## config.mk

```make
export PLATFORM = sky130hd
export DESIGN_NAME = sirv_gnrl_sync_fifo
export DESIGN_NICKNAME = d
export VERILOG_FILES = /design/src/rtl/sirv_gnrl_sync_fifo.sv
export SDC_FILE = /design/constraint.sdc
export NUM_CORES = 1
export LEC_CHECK = 0
export BUFFER_PORTS_ARGS = -buffer_cell sky130_fd_sc_hd__buf_4
export CAP_MARGIN = 40
export CORE_AREA = 2 2 100 102
export CTS_CLUSTER_SIZE = 16
export DETAILED_ROUTE_END_ITERATION = 8
export DIE_AREA = 0 0 102 104
export PLACE_DENSITY = 0.9
export SKIP_CTS_REPAIR_TIMING = 1
export SKIP_LAST_GASP = 1
export SLEW_MARGIN = 10
export SYNTH_ARGS = -nofsm -noshare
export SYNTH_HDL_FRONTEND = slang
export SYNTH_SLANG_ARGS = --single-unit
```

## constraint.sdc

```tcl
create_clock -name clk -period 9.6 [get_ports clk]
set_clock_uncertainty 0.2 [all_clocks]
set_input_delay 0.48 -clock clk [delete_from_list [all_inputs] [get_ports clk]]
set_output_delay 0.48 -clock clk [all_outputs]
set_load 0.05 [all_outputs]
```

## src/rtl/sirv_gnrl_sync_fifo.sv

```systemverilog
// Synchronous valid/ready FIFO with a registered occupancy count.
// It has no bypass, so each word sits in the register array for at least one cycle.
module sirv_gnrl_sync_fifo #(
    parameter int DP = 4,
    parameter int DW = 32
) (
    input  logic                   clk,
    input  logic                   rst,
    input  logic                   i_vld,
    output logic                   i_rdy,
    input  logic [DW-1:0]          i_dat,
    output logic                   o_vld,
    input  logic                   o_rdy,
    output logic [DW-1:0]          o_dat,
    output logic [$clog2(DP):0]    cnt
);

    localparam int AW = $clog2(DP);
    localparam logic [AW:0] ONE = (AW+1)'(1);

    logic [DW-1:0] mem_q [DP];
    logic [AW:0]   wptr_q, wptr_d;
    logic [AW:0]   rptr_q, rptr_d;
    logic [AW:0]   cnt_q, cnt_d;
    logic          empty, full, push, pop;

    // The MSB of each pointer is the wrap flag that separates full from empty.
    always_comb begin
        empty = (wptr_q == rptr_q);
        full  = (wptr_q[AW-1:0] == rptr_q[AW-1:0]) && (wptr_q[AW] != rptr_q[AW]);
        i_rdy = !full;
        o_vld = !empty;
        push  = i_vld && i_rdy;
        pop   = o_vld && o_rdy;
    end

    always_comb begin
        wptr_d = wptr_q;
        rptr_d = rptr_q;
        cnt_d  = cnt_q;
        if (push) wptr_d = wptr_q + ONE;
        if (pop)  rptr_d = rptr_q + ONE;
        if (push && !pop) cnt_d = cnt_q + ONE;
        if (pop && !push) cnt_d = cnt_q - ONE;
    end

    always_ff @(posedge clk) begin
        if (rst) begin
            wptr_q <= '0;
            rptr_q <= '0;
            cnt_q  <= '0;
        end else begin
            wptr_q <= wptr_d;
            rptr_q <= rptr_d;
            cnt_q  <= cnt_d;
        end
    end

    always_ff @(posedge clk) begin
        if (push) mem_q[wptr_q[AW-1:0]] <= i_dat;
    end

    always_comb begin
        o_dat = '0;
        if (o_vld) o_dat = mem_q[rptr_q[AW-1:0]];
    end

    assign cnt = cnt_q;

endmodule

```

==> flow_metrics.tcl, run 1 <==
set metrics [dict create \
    die_x_um 102 \
    hpwlAfterDp_um 5803 \
    start_util_pct 58.65 \
    max_stage_delay_ps 560 \
    wl_um 10860 \
    slew_viol_final 0 \
    hold_viol 0 \
    dieHeight_um 104 \
    drc_errors 0 \
    first_pass_iters 4 \
    drt_iter0_drc 231 \
    period_needed_ps 3119 \
    area_growth_pct 29.07 \
    final-setup-viol-count 0 \
    ant_nets 0 \
    start_kind "flip-flop" \
    clockBufferDepth 2 \
    path_cells "xor2_1 > nor3_4 > buf_4 > nor2_1 > ha_1 > inv_1 > fa_1 > xor2_1 > or3_1 > a21oi_1" \
    cts_tree "done" \
    r2r_end "cnt[2]" \
    port_buffers 72 \
    cts_buffers 17 \
    reg2regPathDepth 10 \
    rows 36 \
    rsz0062_at_grt "false" \
    whs_endpoint "rptr_q[2]" \
    relSlewSlack_pct 42.53 \
    synth_ff_type "edfxtp_1" \
    r2r_start "wptr_q[1]" \
    min_period_over_period_pct 32.49 \
    path_clk_slew_ps 60 \
    core-area_um2 9549 \
    gr-total-overflow 0 \
    grt_pass1_wl_um 16010 \
    dieArea_um2 10610 \
    status "finished clean" \
    io_pins 73 \
    ys_seq_area_share_pct 72.56 \
    nets 450 \
    async_reset_ff_share_pct 0 \
    fin_tns_setup_ps 0 \
    synthesis.area_um2 5600 \
    vias 3076 \
    synth_cell_type_count 31 \
    place.gp.congestion 0.8486 \
    clock_sinks 139 \
    ys_warn_count 0 \
    fillers 537 \
    whs_path_depth 2 \
    path_common_cell "xor2_1" \
    worstMarginPinSlew_ps 862.1 \
    wl_per_cell_um 19.64 \
    critPathSlowestCell "dfxtp_1" \
    critPathRequiredTime_ps 9840 \
    reg2reg_setup_slack_ps 6480 \
    grt_pass1_vias 3106 \
    antenna_found_initial 0 \
    synth.area.top_cells "edfxtp_1, mux4_2, dfxtp_1" \
    end_kind "flip-flop" \
    num_antenna_cells 0 \
    avgViaCountPerCell 5.562 \
    htree_num_levels 4 \
    crit_path_max_fanout 34 \
    worstPathArrival_ps 3360 \
    clockRootBuffer "clkbuf_8" \
    holdWs_ps 41.89 \
    synth_edf_count 128 \
    ys_ff_latch 139 \
    syn_avg_cell_area_um2 19.18 \
    critPathKind "reg -> reg" \
    synth_top_area_share_pct 68.63 \
    grt_max_degree 35 \
    hold_path_class "in -> reg" \
    clk_latency_ps 510 \
    synthCells 292 \
    min-delay-start "rst" \
    synth_area_leader_cell "edfxtp_1" \
    final_util_pct 75.69 \
    drive_gt1_share_pct 35.48 \
    maxCapViolations 0 \
    fmax_ghz 0.3206 \
    grt_usage_pct 20.73 \
    instances_no_fill 553 \
    synth_nets 335 \
    dp.cells 488 \
]
[cell families after synthesis]
logic type	after synthesis	share of synthesized area [%]
flops	139	72.56
simple gates	65	6.971
mux	32	12.87
buf+inv	22	2.256
compound gates	19	2.122
xor+xnor	8	1.519
fa+ha+maj	7	1.698
[per-layer routing]
metal / track usage [%] / share of wire (%) / up-vias
li1: - / - / 1381
met1: 26.04 / 39 / 1543
met2: 33.74 / 52 / 130
met3: 5.847 / 5.9 / 22
met4: 8.857 / 2.1 / 0
met5: 0 / 0 / -
[through the flow]
stage | setup WS [ps] | cell area [µm²]
2_1_floorplan | 6453 | 5600
3_3_place_gp | 6789 | 6255
3_5_place_dp | 6624 | 6275
4_1_cts | 6495 | 6888
5_1_grt | 6301 | 7228
6_report | 6481 | 7228
[area by class of cell]
type / count / area [µm²] / share of cell area, %
multi-input combinational: 131 / 1425 / 19.72
clock buffer: 18 / 417.9 / 5.782
inverter: 9 / 33.78 / 0.4674
sequential: 139 / 4066 / 56.26
tap: 133 / 166.4 / 2.302
timing repair buffer: 109 / 923.4 / 12.77
clock inverter: 14 / 195.2 / 2.700
[synthesized netlist by cell type, drive strengths merged (2+ instances only)]
| cell type | n |
|---|---|
| a21oi | 5 |
| o21ai | 5 |
| nand3 | 6 |
| nand2 | 5 |
| inv | 9 |
| edfxtp | 128 |
| mux4 | 32 |
| nor2b | 34 |
| a211o | 2 |
| clkbuf | 3 |
| a41oi | 2 |
| and2 | 3 |
| a31oi | 3 |
| ha | 6 |
| o211ai | 2 |
| buf | 10 |
| nor2 | 5 |
| nor3b | 4 |
| xnor2 | 3 |
| xor2 | 5 |
| dfxtp | 11 |
| nand4 | 4 |
[worst max-delay path: cells and delay by family, from the launching register on]
kind / cells / cell delay [ps]
adders and majority gates: 2 / 570
xor gates and xnor gates: 2 / 700
buffers and inverters: 2 / 350
AOI/OAI and AO/OA: 1 / 160
and+or+nand+nor: 3 / 520
DFF: 1 / 560
[worst max path at each step]
| stage | to | from | slack, ps | depth (start not counted) |
|---|---|---|---|---|
| global placement | cnt[2] | rptr_q[2] | 6790 | 10 |
| detailed placement | cnt[2] | wptr_q[1] | 6620 | 10 |
| global route | cnt[2] | wptr_q[1] | 6300 | 10 |
| finish | cnt[2] | wptr_q[1] | 6480 | 10 |
| floorplan | mem_q[3][0] | wptr_q[1] | 6450 | 4 |
| CTS | cnt[2] | wptr_q[1] | 6500 | 10 |
[registers in the layout, summed over array words and instances, names as in the netlist, named ones only]
register / cells
rptr_q: 3
wptr_q: 3
cnt: 3
mem_q: 128
[placed cells by master, fill, tap and decap left out, types with 4 or more instances in the layout]
cell type,count
dlygate4sd3_1,32
nand2_1,5
bufinv_16,4
o21ai_0,5
clkinvlp_4,4
nor3b_1,4
clkbuf_16,16
nand4_1,4
inv_1,9
a21oi_1,4
edfxtp_1,128
buf_4,75
nor2b_1,34
ha_1,6
dfxtp_1,9
nor2_1,5
mux4_2,32
nand3_1,6
Power of run 1 is not shown: default switching activity piles up to over one toggle a cycle in this logic, so the estimate is an artifact.
==> run 2, diff against run 1 <==
ABC_AREA = 1   (was unset)
CORE_AREA = 2 2 104 106   (was 2 2 100 102)
DIE_AREA = 0 0 106 108   (was 0 0 102 104)
PLACE_DENSITY = 0.86   (was 0.9)
clock period = 3.05 ns   (was 9.6 ns; I/O delays follow)
==> run 2 against run 1 <==
- register-to-register slack worse by 6000 ps
- area after synthesis is 2.2% higher
- non-clock buffer count rose by 9
- sequential share of layout area down 0.66 points
- critical path type is now reg -> out
- largest cell class unchanged
==> flow_metrics.tcl, run 2 <==
set metrics [dict create \
    min-delay-start "i_dat[10]" \
    dieArea_um2 11450 \
    first_pass_iters 5 \
    clk_latency_ps 510 \
    grt_pass1_wl_um 18820 \
    whs_endpoint "mem_q[3][10]" \
    ant_nets 0 \
    critPathSlowestCell "buf_4" \
    wl_um 11790 \
    maxCapViolations 0 \
    critPathKind "reg -> out" \
    rsz0062_at_grt "false" \
    multi_input_area_um2 1330 \
    synth_most_common_cell "edfxtp_1" \
    p_total_w 0.005505 \
    ys_ff_latch 139 \
    use_met3_pct 5.244 \
    hold_path_class "in -> reg" \
    num_antenna_cells 0 \
    port_buffers 72 \
    p_leak_nw 2.957 \
    path_cells "buf_4 > nor2_1 > nor2_1 > o21ai_0 > o21ai_1 > nand2_1 > inv_1 > buf_4" \
    syn_avg_cell_area_um2 11.34 \
    period_needed_ps 2570 \
    crit_path_max_fanout 64 \
    dp.cells 699 \
    cts_tree "done" \
    async_reset_ff_share_pct 0 \
    hpwlAfterDp_um 6736 \
    area_growth_pct 27.78 \
    reg2reg_setup_slack_ps 520 \
    dieHeight_um 108 \
    final-setup-viol-count 0 \
    clockRootBuffer "clkbuf_8" \
    instances_no_fill 767 \
    grt_max_degree 65 \
    status "finished clean" \
    critPathRequiredTime_ps 2700 \
    worstPathArrival_ps 2220 \
    ys_warn_count 0 \
    top_usage_layer "met2" \
    synth_common_cells "edfxtp_1, nor2_1, o21ai_1" \
    path_clk_slew_ps 60 \
    max_stage_delay_ps 520 \
    min_period_over_period_pct 84.27 \
    gr-usage-met2_pct 37.19 \
    clock_sinks 139 \
    layout.area.seq_um2 4066 \
    io_pins 73 \
    gr-total-overflow 0 \
    final_common_cell "edfxtp_1" \
    worstMarginPinSlew_ps 639.8 \
    die_x_um 106 \
    synth_edf_count 128 \
    slew_viol_final 0 \
    synth_cell_type_count 18 \
    r2r_start "wptr_q[0]" \
    timing.final.ws_setup_ps 479.7 \
    ys_seq_area_share_pct 70.99 \
    fin_tns_setup_ps 0 \
    grt_usage_pct 21.42 \
    avgViaCountPerCell 5.228 \
    place.gp.congestion 0.7861 \
    start_util_pct 55.95 \
    clockBufferDepth 2 \
    drt_iter0_drc 325 \
    htree_num_levels 4 \
    synth_nets 548 \
    antenna_found_initial 0 \
    synth_top_area_share_pct 67.15 \
    relSlewSlack_pct 57.35 \
    synth_area_leader_cell "edfxtp_1" \
    synth_ff_type "edfxtp_1" \
    drc_errors 0 \
    mostFrequentLayoutCells "edfxtp_1, nor2_1, buf_4, o21ai_1, nand2_1" \
    place_ws_ps 538.3 \
    reg2regPathDepth 13 \
    whs_path_depth 2 \
    synth.area.top_cells "edfxtp_1, nor2_1, o21ai_1" \
    synthCells 505 \
    end_kind "output port" \
    r2r_end "cnt[2]" \
    start_kind "flip-flop" \
    peakVddDrop_uv 518.4 \
    core-area_um2 10230 \
    fillers 665 \
    largest_register_ffs 128 \
    p_per_area_nw_per_um2 752.6 \
    synthesis.area_um2 5724 \
    fmax_ghz 0.3891 \
    vias 4010 \
    cts_buffers 17 \
    drive_gt1_share_pct 19.18 \
    grt_pass1_vias 3881 \
    rows 37 \
    met1_usage_pct 26.33 \
    wl_per_cell_um 15.37 \
    nets 661 \
    hold_viol 0 \
]
[run 2: metrics by stage]
step | hold slack, ps | util [%] | cell area [µm²]
floorplan | 51.37 | - | 5724
global placement | 156.1 | 62.49 | 6394
detailed placement | 156.7 | 62.69 | 6414
CTS | -378.3 | 67.97 | 6954
global route | 170.7 | 71.49 | 7315
finish | 190.9 | 71.49 | 7315
[run 2: layout make-up]
type | count | area share (%)
flip-flops and latches | 139 | 55.59
multi-input cells | 287 | 18.18
repair buffers | 118 | 13.68
clock buffers | 19 | 5.765
inverters | 55 | 2.822
well taps | 136 | 2.326
clock inverters | 13 | 1.625
[run 2: cells by family (layout without fill, tap and decap cells)]
| logic type | Yosys count | in the layout | synth area share [%] |
|---|---|---|---|
| flops | 139 | 139 | 70.99 |
| compound gates | 108 | 108 | 9.443 |
| fa+ha+maj | 7 | 7 | 1.661 |
| simple gates | 172 | 172 | 11.74 |
| buf+inv | 79 | 205 | 6.164 |
[run 2: how the worst max path moves through the flow]
stage,to,slack [ps],cells after the start
2_1_floorplan,mem_q[0][0],-10,6
3_3_place_gp,cnt[2],710,12
3_5_place_dp,cnt[2],540,13
4_1_cts,o_dat[17],430,8
5_1_grt,o_dat[8],330,8
6_report,o_dat[17],480,8
[run 2: critical path: cells and delay by family, from the launching register on]
family                 cells  cell delay (ps)
and+or+nand+nor            3              350
buffers and inverters      3              790
DFF                        1              330
AOI/OAI and AO/OA          2              230
[run 2: where the power goes]
part / switching [W] / internal, W
sequential: 0.0000534 / 0.00219
clock: 0.000784 / 0.00108
combinational: 0.000975 / 0.000420
[run 2: layer usage]
metal | vias to the layer above | share of wire [%]
met3 | 16 | 5.8
met4 | 0 | 1.2
met2 | 156 | 53
met1 | 1908 | 40
met5 | - | 0
li1 | 1930 | -
Note: power is estimated with default switching activity, not from simulation.
